--- src/rtl/stream_sign_flip_run_ctrl_if.sv ---
// stream_sign_flip_run_ctrl_if: ap_ctrl_hs handshake, soft reset and block flag between the sequencer and the kernel
interface stream_sign_flip_run_ctrl_if;
    logic ap_start;
    logic kernel_rst;
    logic ap_idle;
    logic ap_ready;
    logic ap_done;
    logic block_in;
    modport master (output ap_start, kernel_rst, input ap_idle, ap_ready, ap_done, block_in);
    modport slave (input ap_start, kernel_rst, output ap_idle, ap_ready, ap_done, block_in);
endinterface

--- src/rtl/stream_sign_flip_run_ctrl.sv ---
// stream_sign_flip_run_ctrl: run sequencer and stall watchdog for the stream_sign_flip kernel
module stream_sign_flip_run_ctrl #(
    parameter int CNT_W      = 16,
    parameter int RST_CYCLES = 8,
    parameter int RUN_CNT_W  = 32
) (
    input  logic                 clock,
    input  logic                 reset,
    input  logic                 enable,
    input  logic                 continuous,
    input  logic [CNT_W-1:0]     timeout,
    input  logic                 deadlock_clr,
    stream_sign_flip_run_ctrl_if.master kif,
    output logic                 busy,
    output logic                 deadlock,
    output logic [RUN_CNT_W-1:0] run_count,
    output logic [7:0]           abort_count
);
    localparam int RC_W = $clog2(RST_CYCLES + 1);
    typedef enum logic [2:0] {IDLE, START, RUN, FLUSH, FAULT} state_t;
    state_t state, state_nxt, done_exit;
    logic [CNT_W-1:0] stall, stall_nxt, stall_inc;
    logic [RC_W-1:0] rc, rc_nxt;
    logic run_inc, abort, clr, trig;
    logic ap_start_q, kernel_rst_q;
    assign kif.ap_start   = ap_start_q;
    assign kif.kernel_rst = kernel_rst_q;
    always_comb begin
        state_nxt = state;
        stall_nxt = '0;
        rc_nxt    = '0;
        run_inc   = 1'b0;
        abort     = 1'b0;
        clr       = 1'b0;
        stall_inc = (&stall) ? stall : stall + 1'b1;
        trig      = kif.block_in && (timeout != '0) &&
                    (({1'b0, stall} + (CNT_W+1)'(1)) == {1'b0, timeout});
        done_exit = (continuous && enable) ? START : IDLE;
        case (state)
            IDLE:  if (enable && kif.ap_idle) state_nxt = START;
            START: begin
                if (kif.ap_ready && kif.ap_done) begin
                    run_inc   = 1'b1;
                    state_nxt = done_exit;
                end else if (trig) begin
                    abort     = 1'b1;
                    state_nxt = FLUSH;
                end else if (kif.ap_ready) state_nxt = RUN;
                else stall_nxt = kif.block_in ? stall_inc : '0;
            end
            RUN: begin
                if (kif.ap_done) begin
                    run_inc   = 1'b1;
                    state_nxt = done_exit;
                end else if (trig) begin
                    abort     = 1'b1;
                    state_nxt = FLUSH;
                end else stall_nxt = kif.block_in ? stall_inc : '0;
            end
            FLUSH: begin
                if (rc == RC_W'(RST_CYCLES - 1)) state_nxt = FAULT;
                else rc_nxt = rc + 1'b1;
            end
            FAULT: begin
                if (deadlock_clr) begin
                    clr       = 1'b1;
                    state_nxt = IDLE;
                end
            end
            default: state_nxt = IDLE;
        endcase
    end
    always_ff @(posedge clock or posedge reset) begin
        if (reset) begin
            state        <= IDLE;
            stall        <= '0;
            rc           <= '0;
            ap_start_q   <= 1'b0;
            kernel_rst_q <= 1'b0;
            busy         <= 1'b0;
            deadlock     <= 1'b0;
            run_count    <= '0;
            abort_count  <= '0;
        end else begin
            state        <= state_nxt;
            stall        <= stall_nxt;
            rc           <= rc_nxt;
            ap_start_q   <= state_nxt == START;
            kernel_rst_q <= state_nxt == FLUSH;
            busy         <= state_nxt != IDLE;
            deadlock     <= abort ? 1'b1 : clr ? 1'b0 : deadlock;
            run_count    <= run_count + RUN_CNT_W'(run_inc);
            abort_count  <= (abort && abort_count != 8'hff) ? abort_count + 8'd1 : abort_count;
        end
    end
endmodule

--- src/flat_wrapper.sv ---
// flat-port wrapper written by rule: the top's interface ports become plain ports
module stream_sign_flip_run_ctrl_flat 
#(
    parameter int CNT_W      = 16,
    parameter int RST_CYCLES = 8,
    parameter int RUN_CNT_W  = 32
)
  (clock, reset, enable, continuous, timeout, deadlock_clr, busy, deadlock, run_count, abort_count, kif_ap_start, kif_kernel_rst, kif_ap_idle, kif_ap_ready, kif_ap_done, kif_block_in);
  stream_sign_flip_run_ctrl_if kif_i ();
  input  logic clock;
  input  logic reset;
  input  logic enable;
  input  logic continuous;
  input  logic [CNT_W-1:0] timeout;
  input  logic deadlock_clr;
  output logic busy;
  output logic deadlock;
  output logic [RUN_CNT_W-1:0] run_count;
  output logic [7:0] abort_count;
  output wire logic [$bits(kif_i.ap_start)-1:0] kif_ap_start;
  output wire logic [$bits(kif_i.kernel_rst)-1:0] kif_kernel_rst;
  input wire logic [$bits(kif_i.ap_idle)-1:0] kif_ap_idle;
  input wire logic [$bits(kif_i.ap_ready)-1:0] kif_ap_ready;
  input wire logic [$bits(kif_i.ap_done)-1:0] kif_ap_done;
  input wire logic [$bits(kif_i.block_in)-1:0] kif_block_in;
  assign kif_ap_start = kif_i.ap_start;
  assign kif_kernel_rst = kif_i.kernel_rst;
  assign kif_i.ap_idle = kif_ap_idle;
  assign kif_i.ap_ready = kif_ap_ready;
  assign kif_i.ap_done = kif_ap_done;
  assign kif_i.block_in = kif_block_in;
  stream_sign_flip_run_ctrl #(.CNT_W(CNT_W), .RST_CYCLES(RST_CYCLES), .RUN_CNT_W(RUN_CNT_W)) u_core (.clock(clock), .reset(reset), .enable(enable), .continuous(continuous), .timeout(timeout), .deadlock_clr(deadlock_clr), .kif(kif_i), .busy(busy), .deadlock(deadlock), .run_count(run_count), .abort_count(abort_count));
endmodule
--- config.mk ---
export PLATFORM = sky130hd
export DESIGN_NAME = stream_sign_flip_run_ctrl_flat
export DESIGN_NICKNAME = d
export VERILOG_FILES = /design/src/rtl/stream_sign_flip_run_ctrl_if.sv /design/src/rtl/stream_sign_flip_run_ctrl.sv /design/src/flat_wrapper.sv
export SDC_FILE = /design/constraint.sdc
export NUM_CORES = 1
export LEC_CHECK = 0
export CORE_ASPECT_RATIO = 0.6
export CORE_MARGIN = 2
export CORE_UTILIZATION = 35
export DETAILED_ROUTE_END_ITERATION = 16
export PLACE_DENSITY_LB_ADDON = 0.05
export SLEW_MARGIN = 15
export SYNTH_ARGS = -nofsm -noshare
export SYNTH_HDL_FRONTEND = slang
export SYNTH_SLANG_ARGS = --single-unit
--- constraint.sdc ---
create_clock -name clock -period 2.9 [get_ports clock]
set_clock_uncertainty 0.1 [all_clocks]
set_input_delay 0.29 -clock clock [delete_from_list [all_inputs] [get_ports clock]]
set_output_delay 0.29 -clock clock [all_outputs]
set_load 0.05 [all_outputs]
# After elaboration in Yosys (flattened, before gate mapping)
# Index checks and enable logic that the tools add are counted.
[totals] ff_bits=67 input_bits=25 word_cells=65
[classes] n_addsub=5 n_eq_ne=9 mux=31 reduce_logical=11
[ops] operator="$mux 16" n=7
[ops] operator="$add 32x1->32" n=1
[ops] operator="$pmux 16 s2" n=1
[ops] operator="$mux 3" n=8
[ops] operator="$add 16x1->17 const B" n=1
[ops] operator="$eq 17x16->1" n=1
[ops] operator="$add 16x1->16 const B" n=1
[ops] operator="$reduce_and 16->1" n=1
[ops] operator="$reduce_bool 16->1" n=1
[ops] operator="$pmux 3 s5" n=1
[ops] operator="$mux 1" n=10
[ops] operator="$eq 3x2->1 const B" n=3
[ops] operator="$add 8x1->8 const B" n=1
[ops] operator="$mux 4" n=2
[ops] operator="$ne 8x8->1 const B" n=1
[ops] operator="$eq 3x1->1 const B" n=2
[ops] operator="$logic_and 1x1->1" n=6
[ops] operator="$add 4x1->4 const B" n=1
[ops] operator="$eq 4x3->1 const B" n=1
[ops] operator="$pmux 1 s2" n=2
[ops] operator="$eq 3x3->1 const B" n=1
[ops] operator="$logic_not 3->1" n=1
[ops] operator="$reduce_bool 3->1" n=1
[ops] operator="$reduce_bool 2->1" n=1

# Longest topological paths before layout
# Gate-level depths: netlist (run 1).
[depth] depth_word=7 depth_mapped=13 depth_no_buf=13

# Worst setup path after synthesis (run 1)
# No wires, ideal clock.
[synth_path] path_kind="reg2reg" startpoint="reg u_core.stall[1]" endpoint="reg u_core.abort_count[1]" arrival_ns=2.644 required_ns=2.672 slack_ns=0.028 stages_incl_launch_ff=11 cell_sequence="dfrtp_1 -> ha_1 -> nand3_4 -> or2_1 -> buf_6 -> or3_1 -> buf_6 -> or4b_4 -> nor4_4 -> and2_1 -> mux2_1"
[synth_via] elab_chain_cells=7 word_cells_on_any_way=8 classes_between="add/sub (1); eq/ne (1); mux (4); reduce/logical (2)"
[synth_lines] item="start, declared" line_no="stream_sign_flip_run_ctrl.sv:22" text="logic [CNT_W-1:0] stall, stall_nxt, stall_inc;"
[synth_lines] item="start signal, assigned" line_no="stream_sign_flip_run_ctrl.sv:86" text="stall <= stall_nxt;"
[synth_lines] item="$add 16x1->17 *" line_no="stream_sign_flip_run_ctrl.sv:37" text="(({1'b0, stall} + (CNT_W+1)'(1)) == {1'b0, timeout});"
[synth_lines] item="$eq 17x16->1 *" line_no="stream_sign_flip_run_ctrl.sv:37"
[synth_lines] item="$logic_and 1x1->1 *" line_no="stream_sign_flip_run_ctrl.sv:36" text="trig = kif.block_in && (timeout != '0) &&"
[synth_lines] item="$mux 1 *" line_no="stream_sign_flip_run_ctrl.sv:45, stream_sign_flip_run_ctrl.sv:55"
[synth_lines] item="$mux 1 (on tied branches)" line_no="stream_sign_flip_run_ctrl.sv:52, stream_sign_flip_run_ctrl.sv:42"
[synth_lines] item="$pmux 1 s2 *" line_no="stream_sign_flip_run_ctrl.sv:39" text="case (state)"
[synth_lines] item="$logic_and 1x1->1 *" line_no="stream_sign_flip_run_ctrl.sv:93" text="abort_count <= (abort && abort_count != 8'hff) ? abort_count + 8'd1 : abort_count;"
[synth_lines] item="end signal, assigned" line_no="stream_sign_flip_run_ctrl.sv:93"
[synth_lines] item="end, declared" line_no="stream_sign_flip_run_ctrl.sv:17" text="output logic [7:0] abort_count"
# Every way passes the cells marked *; elsewhere a longest branch is shown, timed or not.
# A chain may end at the register's enable or synchronous reset.

# Worst setup path after layout (run 1)
[layout_path] startpoint="reg u_core.stall[0]" endpoint="reg u_core.abort_count[6]"
# The elaborated chain is that of the path after synthesis.

==> metrics, run 1 <==
die area 11,500 µm²; all-layer global routing usage 17.9%; post-synth top area cell dfrtp_1; Iter 0 DRT Violations 160; DP HPWL 7230 µm; Worst R2R End u_core.abort_count[6]$_DFFE_PP0P_; top achievable clock speed 367 MHz; Crit Path Category flip-flop to flip-flop; initial antenna violation count 0; R2R depth 10; Hold Crit Class primary input to asynchronous set/reset pin; largest cells by area after synthesis dfrtp_1 45%, xnor2_1 11%, nand2_1 3.3%; Fill cells 988; Worst EP arrival 2.84 ns; pre-CTS setup slack -0.0660 ns; Cell variety after synth 51; post-synthesis cell count 372; top cells by count, synth 67 x dfrtp_1, 45 x xnor2_1, 33 x nand2_1; Max Root-Sink Buffers 2; total gr overflow 0; Starting Density 35.6%; Final nets 515; Worst Setup Slack, final 0.177 ns; CTS Hold Bufs 0; DRT Wirelength 9800 µm; R2R setup slack 0.18 ns; row count 29; CTS Buf Count 9; top_reg_cell synth dfrtp_1; worst skew pair latency 0.33 ns; Placed Cells 609; CP required 3.01 ns; Placer Congestion 0.856; Synth async-reset ratio 100%; CTS tree done; die height 83.8 µm; top-area cell type share of the netlist area 45.1%; final setup fails 0; IO Pins 69; VDD IR max 0.634 mV; Sink Count 67; fin. max-slew vios 0; pin count of the biggest net entering global routing 49; Reg clk slew, reported paths 0.06 ns; PwrDens 486 nW/µm²; vias in the first global route 2,953; Max-cap violations 0; CP max FO 8; sequential-to-total area share from yosys stat 45.1%; DRC viols 0; Root Buffer clkbuf_16; routed len/inst 15.6 µm; relative slew slack 66.1%; Pre-antenna DRT Iters 4; crit share post-route 93.9%; syn_area_per_cell 9.99 µm²; Vias/cell 4.96; flops & latches, synth 67; DRT antenna net count 0; share of layout cells above drive strength 1 15.3%; most common cell in the synthesized netlist dfrtp_1; Via Count 3,119; Startpoint Class flip-flop; measured slew at the worst slew-check pin 0.508 ns; synth warn 0; Post-Syn Area 3720 µm²; crit path time final 2.72 ns; first-pass GRT wire length 15,800 µm; Core Region 10,500 µm²; leakage 2.21 nW; syn_nets 402; Layout area overhead 40.1%; post-route insts no fill 629; Worst Setup End Kind flip-flop; H-tree depth 3; Port-buffer cells 68; Die W 137 µm; status finished clean; R2R Path Start u_core.stall[0]$_DFF_PP0_; Ant. Diodes 0; Post-synth EDFFs 0; Hold Vio Cnt, Final 0
==> per-stage QoR <==
| step | cell area (µm²) | hold WS, ns | power (mW) | util (%) | setup TNS [ns] |
|---|---|---|---|---|---|
| finish | 5200 | 0.183 | 2.53 | 49.8 | 0 |
| detailed placement | 4820 | 0.360 | 1.43 | 46.1 | -0.0885 |
| global route | 5200 | 0.228 | 2.63 | 49.8 | -0.0415 |
| global placement | 4820 | 0.362 | 1.43 | 46.1 | 0 |
| CTS | 5120 | 0.199 | 2.56 | 49.0 | 0 |
| floorplan | 3720 | 0.291 | 1.24 | - | 0 |
==> cell usage in the layout, fill, tap and decap left out, types with 12 or more instances in the layout <==
cell type,synthesis,layout
dfrtp_1,67,67
clkdlybuf4s50_1,0,68
xor2_1,14,14
nand3_1,23,23
a21oi_1,20,20
buf_4,2,40
nor2_1,32,31
xnor2_1,45,45
nand2_1,33,33
o21ai_0,12,12
nand4_1,14,14
==> critical path: stages (launching register included) <==
cell,delay [ns]
dfrtp_1,0.41
ha_4,0.19
nand3_4,0.14
or2_4,0.31
nor4_1,0.26
o2111ai_1,0.16
buf_4,0.18
nor4_4,0.28
buf_4,0.18
nand4b_1,0.11
mux2_2,0.29
==> cell type report <==
| class | instances | area, µm² | area share [%] |
|---|---|---|---|
| Inverter | 11 | 41.3 | 0.793 |
| Multi-Input combinational cell | 285 | 1980 | 38.0 |
| Timing Repair Buffer | 111 | 1030 | 19.8 |
| Tap cell | 139 | 174 | 3.34 |
| Clock buffer | 10 | 239 | 4.59 |
| Sequential cell | 67 | 1680 | 32.2 |
| Clock inverter | 6 | 65.1 | 1.25 |
==> repair_timing <==
action / 4_1_cts / 5_1_grt
endpoints found under the hold margin: 0 / 0
setup endpoints to repair: 0 / 17
resized for setup: 0 / 11
buffers inserted: 0 / 4
==> where the power goes <==
part | internal, mW | switching [mW] | total (mW)
clock network | 0.688 | 0.422 | 1.11
logic | 0.164 | 0.238 | 0.401
registers | 0.974 | 0.0456 | 1.02
==> sequential cells by signal (all words and copies together) (netlist names) <==
name                   count
u_core.kif.ap_start        1
u_core.run_count          32
u_core.busy                1
u_core.state               3
u_core.stall              16
u_core.kif.kernel_rst      1
u_core.rc                  4
u_core.deadlock            1
u_core.abort_count         8
==> worst max path at each step <==
stage / start / end / depth (start not counted)
floorplan: u_core.stall[1]$_DFF_PP0_ / u_core.abort_count[1]$_DFFE_PP0P_ / 10
CTS: u_core.stall[0]$_DFF_PP0_ / u_core.abort_count[6]$_DFFE_PP0P_ / 9
finish: u_core.stall[0]$_DFF_PP0_ / u_core.abort_count[6]$_DFFE_PP0P_ / 10
detailed placement: kif_ap_ready / u_core.run_count[30]$_DFF_PP0_ / 12
global placement: u_core.stall[3]$_DFF_PP0_ / u_core.abort_count[1]$_DFFE_PP0P_ / 8
global route: u_core.state[1]$_DFF_PP0_ / u_core.run_count[30]$_DFF_PP0_ / 12
==> cell families after synthesis <==
kind of cell,Yosys count,synth area share (%)
buffers and inverters,20,3.06
AO/OA/AOI/OAI,51,8.45
AND/OR/NAND/NOR,162,24.2
multiplexers,4,1.14
flip-flops,67,45.1
XOR/XNOR,63,16.3
adder cells (fa/ha/maj),5,1.68
==> metal layers <==
metal	global-route usage (%)	vias up	share of wire (%)
met1	29.8	1489	56
li1	-	1544	-
met4	4.50	0	0.73
met5	0	-	0
met2	22.0	78	38
met3	4.61	8	5.6
Note: power is estimated with default switching activity, not from simulation.
==> run 2, diff against run 1 <==
Settings changed: CORE_UTILIZATION 35 to 47.
==> run 2 against run 1 <==
  * Via count grew 2.3%
  * Power fell by 3.0%
  * Die area decreased by 25%
  * Clock-buffer cell count did not move
  * Setup slack improved by 0.022 ns
  * First-iteration DRC count increased by 39%
  * Sequential power about the same
  * Final cell count fell by 6.0%
  * Design area decreased by 2.3%
  * Sequential cell count is the same
  * Clock power shrank 5%
==> metrics, run 2 (same netlist as run 1, synthesis figures left out) <==
Placer Congestion 0.903 (+5.5%); Port-buffer cells 68 (unchanged); Worst Setup Slack, final 0.199 ns (+0.0216 ns); pin count of the biggest net entering global routing 68 (+39%); Hold Vio Cnt, Final 0 (unchanged); commonest non-fill, non-tap cells in the layout 68 x clkdlybuf4s50_1, 66 x dfrtp_1, 45 x xnor2_1; CP max FO 16 (+8); Vias/cell 5.40 (+8.9%); leakage 2.16 nW (-2.4%); crit share post-route 93.1% (-0.75 points); final setup fails 0 (unchanged); Power, Total 2.45 mW (-3.0%); Worst Setup End Kind flip-flop; Max Root-Sink Buffers 2 (unchanged); all-layer global routing usage 22.0% (+4.1 points); die height 72.9 µm (-13%); commonest non-fill, non-tap cell in the layout clkdlybuf4s50_1; RSZ-0062 raised after global routing no; share of layout cells above drive strength 1 14.3% (-1.0 points); crit path time final 2.70 ns (-0.0216 ns); Layout area overhead 36.8%; first-pass GRT wire length 14,800 µm (-6.0%); critical path's slowest cell or3_1; DRT Wirelength 9160 µm (-6.5%); Crit Path Category flip-flop to flip-flop; IO Pins 69 (unchanged); DRT antenna net count 0 (unchanged); Biggest register u_core.run_count; routed len/inst 15.5 µm (-0.52%); measured slew at the worst slew-check pin 0.509 ns (+0.00100 ns); Core Region 7760 µm² (-26%); initial antenna violation count 0 (unchanged); CP required 3.05 ns (+0.04 ns); CP top delay family simple AND/OR/NAND/NOR gates; Via Count 3,192 (+2.3%); PwrDens 483 nW/µm² (-0.75%); VDD IR max 0.423 mV (-33%); Startpoint Class flip-flop; Sink Count 67 (unchanged); status finished clean; Largest regs u_core.run_count: 32 flops, u_core.stall: 16 flops, u_core.abort_count: 8 flops; Hold Crit Class primary input to asynchronous set/reset pin; Reg clk slew, reported paths 0.06 ns (about the same); Worst EP arrival 2.85 ns (about the same); Bufs and invs on worst path 2 (unchanged); Root Buffer clkbuf_16; Starting Density 47.9% (+12 points); fin. max-slew vios 0 (unchanged); critical-path cell list ha_1 -> nand3_4 -> or2_4 -> or3_1 -> or4b_4 -> nor4_4 -> buf_4 -> a21o_2 -> buf_12 -> nor3_1; vias in the first global route 2,994 (+1.4%); DRC viols 0 (unchanged); Final nets 509 (-1.2%); H-tree depth 3 (unchanged); top achievable clock speed 370 MHz (+0.80%); worst hold slack 0.244 ns (+0.0605 ns); Die W 119 µm (-13%); Pre-antenna DRT Iters 4 (unchanged); total gr overflow 0 (unchanged); die area 8660 µm² (-25%); row count 25 (-14%); Ant. Diodes 0 (unchanged); relative slew slack 65.6% (-0.44 points); DP HPWL 6680 µm (-7.7%); CP max stage delay 0.40 ns (about the same); CTS Hold Bufs 0 (unchanged); CTS tree done; worst skew pair latency 0.33 ns (about the same); Max-cap violations 0 (unchanged); final core occ 65.5% (+16 points); number of flip-flops in the largest register 32 (unchanged); Iter 0 DRT Violations 222 (+39%); CTS Buf Count 9 (unchanged); pre-CTS setup slack -0.0505 ns (+0.0155 ns)
run 2: cell count changes in the layout (fill, tap and decap cells not counted), sizes merged:
| cell | delta |
|---|---|
| clkinv | -2 |
| buf | -6 |
| clkinvlp | +1 |
run 2: final cells by class:
class                   count  area [µm²]
clock inverters             5        55.1
repair buffers            105         983
multi-input cells         285        1960
clock buffers              10         229
flip-flops and latches     67        1680
fillers                   671        2670
inverters                  11        41.3
well taps                 108         135
run 2: path summary, 6_finish.rpt:
path	startpoint	end	slack (ns)	depth (start not counted)
min	reset	u_core.run_count[16]$_DFF_PP0_	0.24	3
min in group clock	u_core.rc[0]$_DFF_PP0_	u_core.rc[0]$_DFF_PP0_	0.36	1
min reg2reg	u_core.rc[0]$_DFF_PP0_	u_core.rc[0]$_DFF_PP0_	0.36	1
max reg2reg	u_core.stall[0]$_DFF_PP0_	u_core.stall[14]$_DFF_PP0_	0.20	10
max	u_core.stall[0]$_DFF_PP0_	u_core.stall[14]$_DFF_PP0_	0.20	10
max in group asynchronous	reset	u_core.abort_count[0]$_DFFE_PP0P_	2.15	3
run 2: layer usage:
metal / global-route usage (%) / part of all wire, %
met5: 0 / 0
met4: 6.88 / 0.61
met3: 5.78 / 6.1
met2: 30.3 / 41
met1: 33.6 / 52
run 2: repair_timing:
action                                  CTS  global route
endpoints found under the setup margin    0            10
setup buffers                             0             2
resized for setup                         0            10
run 2: stage by stage:
stage                     instance area (µm²)  TNS [ns]  cells
after global routing                     5080         0    591
after global placement                   4750         0    574
after CTS                                5030         0    589
after detailed placement                 4750   -0.0505    574
after floorplan                          3720         0    372
final                                    5080         0    591
run 2: worst min-delay path: stages:
cell             delay [ns]
clkdlybuf4s50_1        0.41
inv_2                  0.07
buf_12                 0.30
run 2: report_power, final:
part | internal (mW) | switching (mW) | leakage [nW] | total (mW)
Sequential | 0.974 | 0.0381 | 0.920 | 1.01
Clock | 0.657 | 0.396 | 0.134 | 1.05
Combinational | 0.154 | 0.236 | 1.10 | 0.390
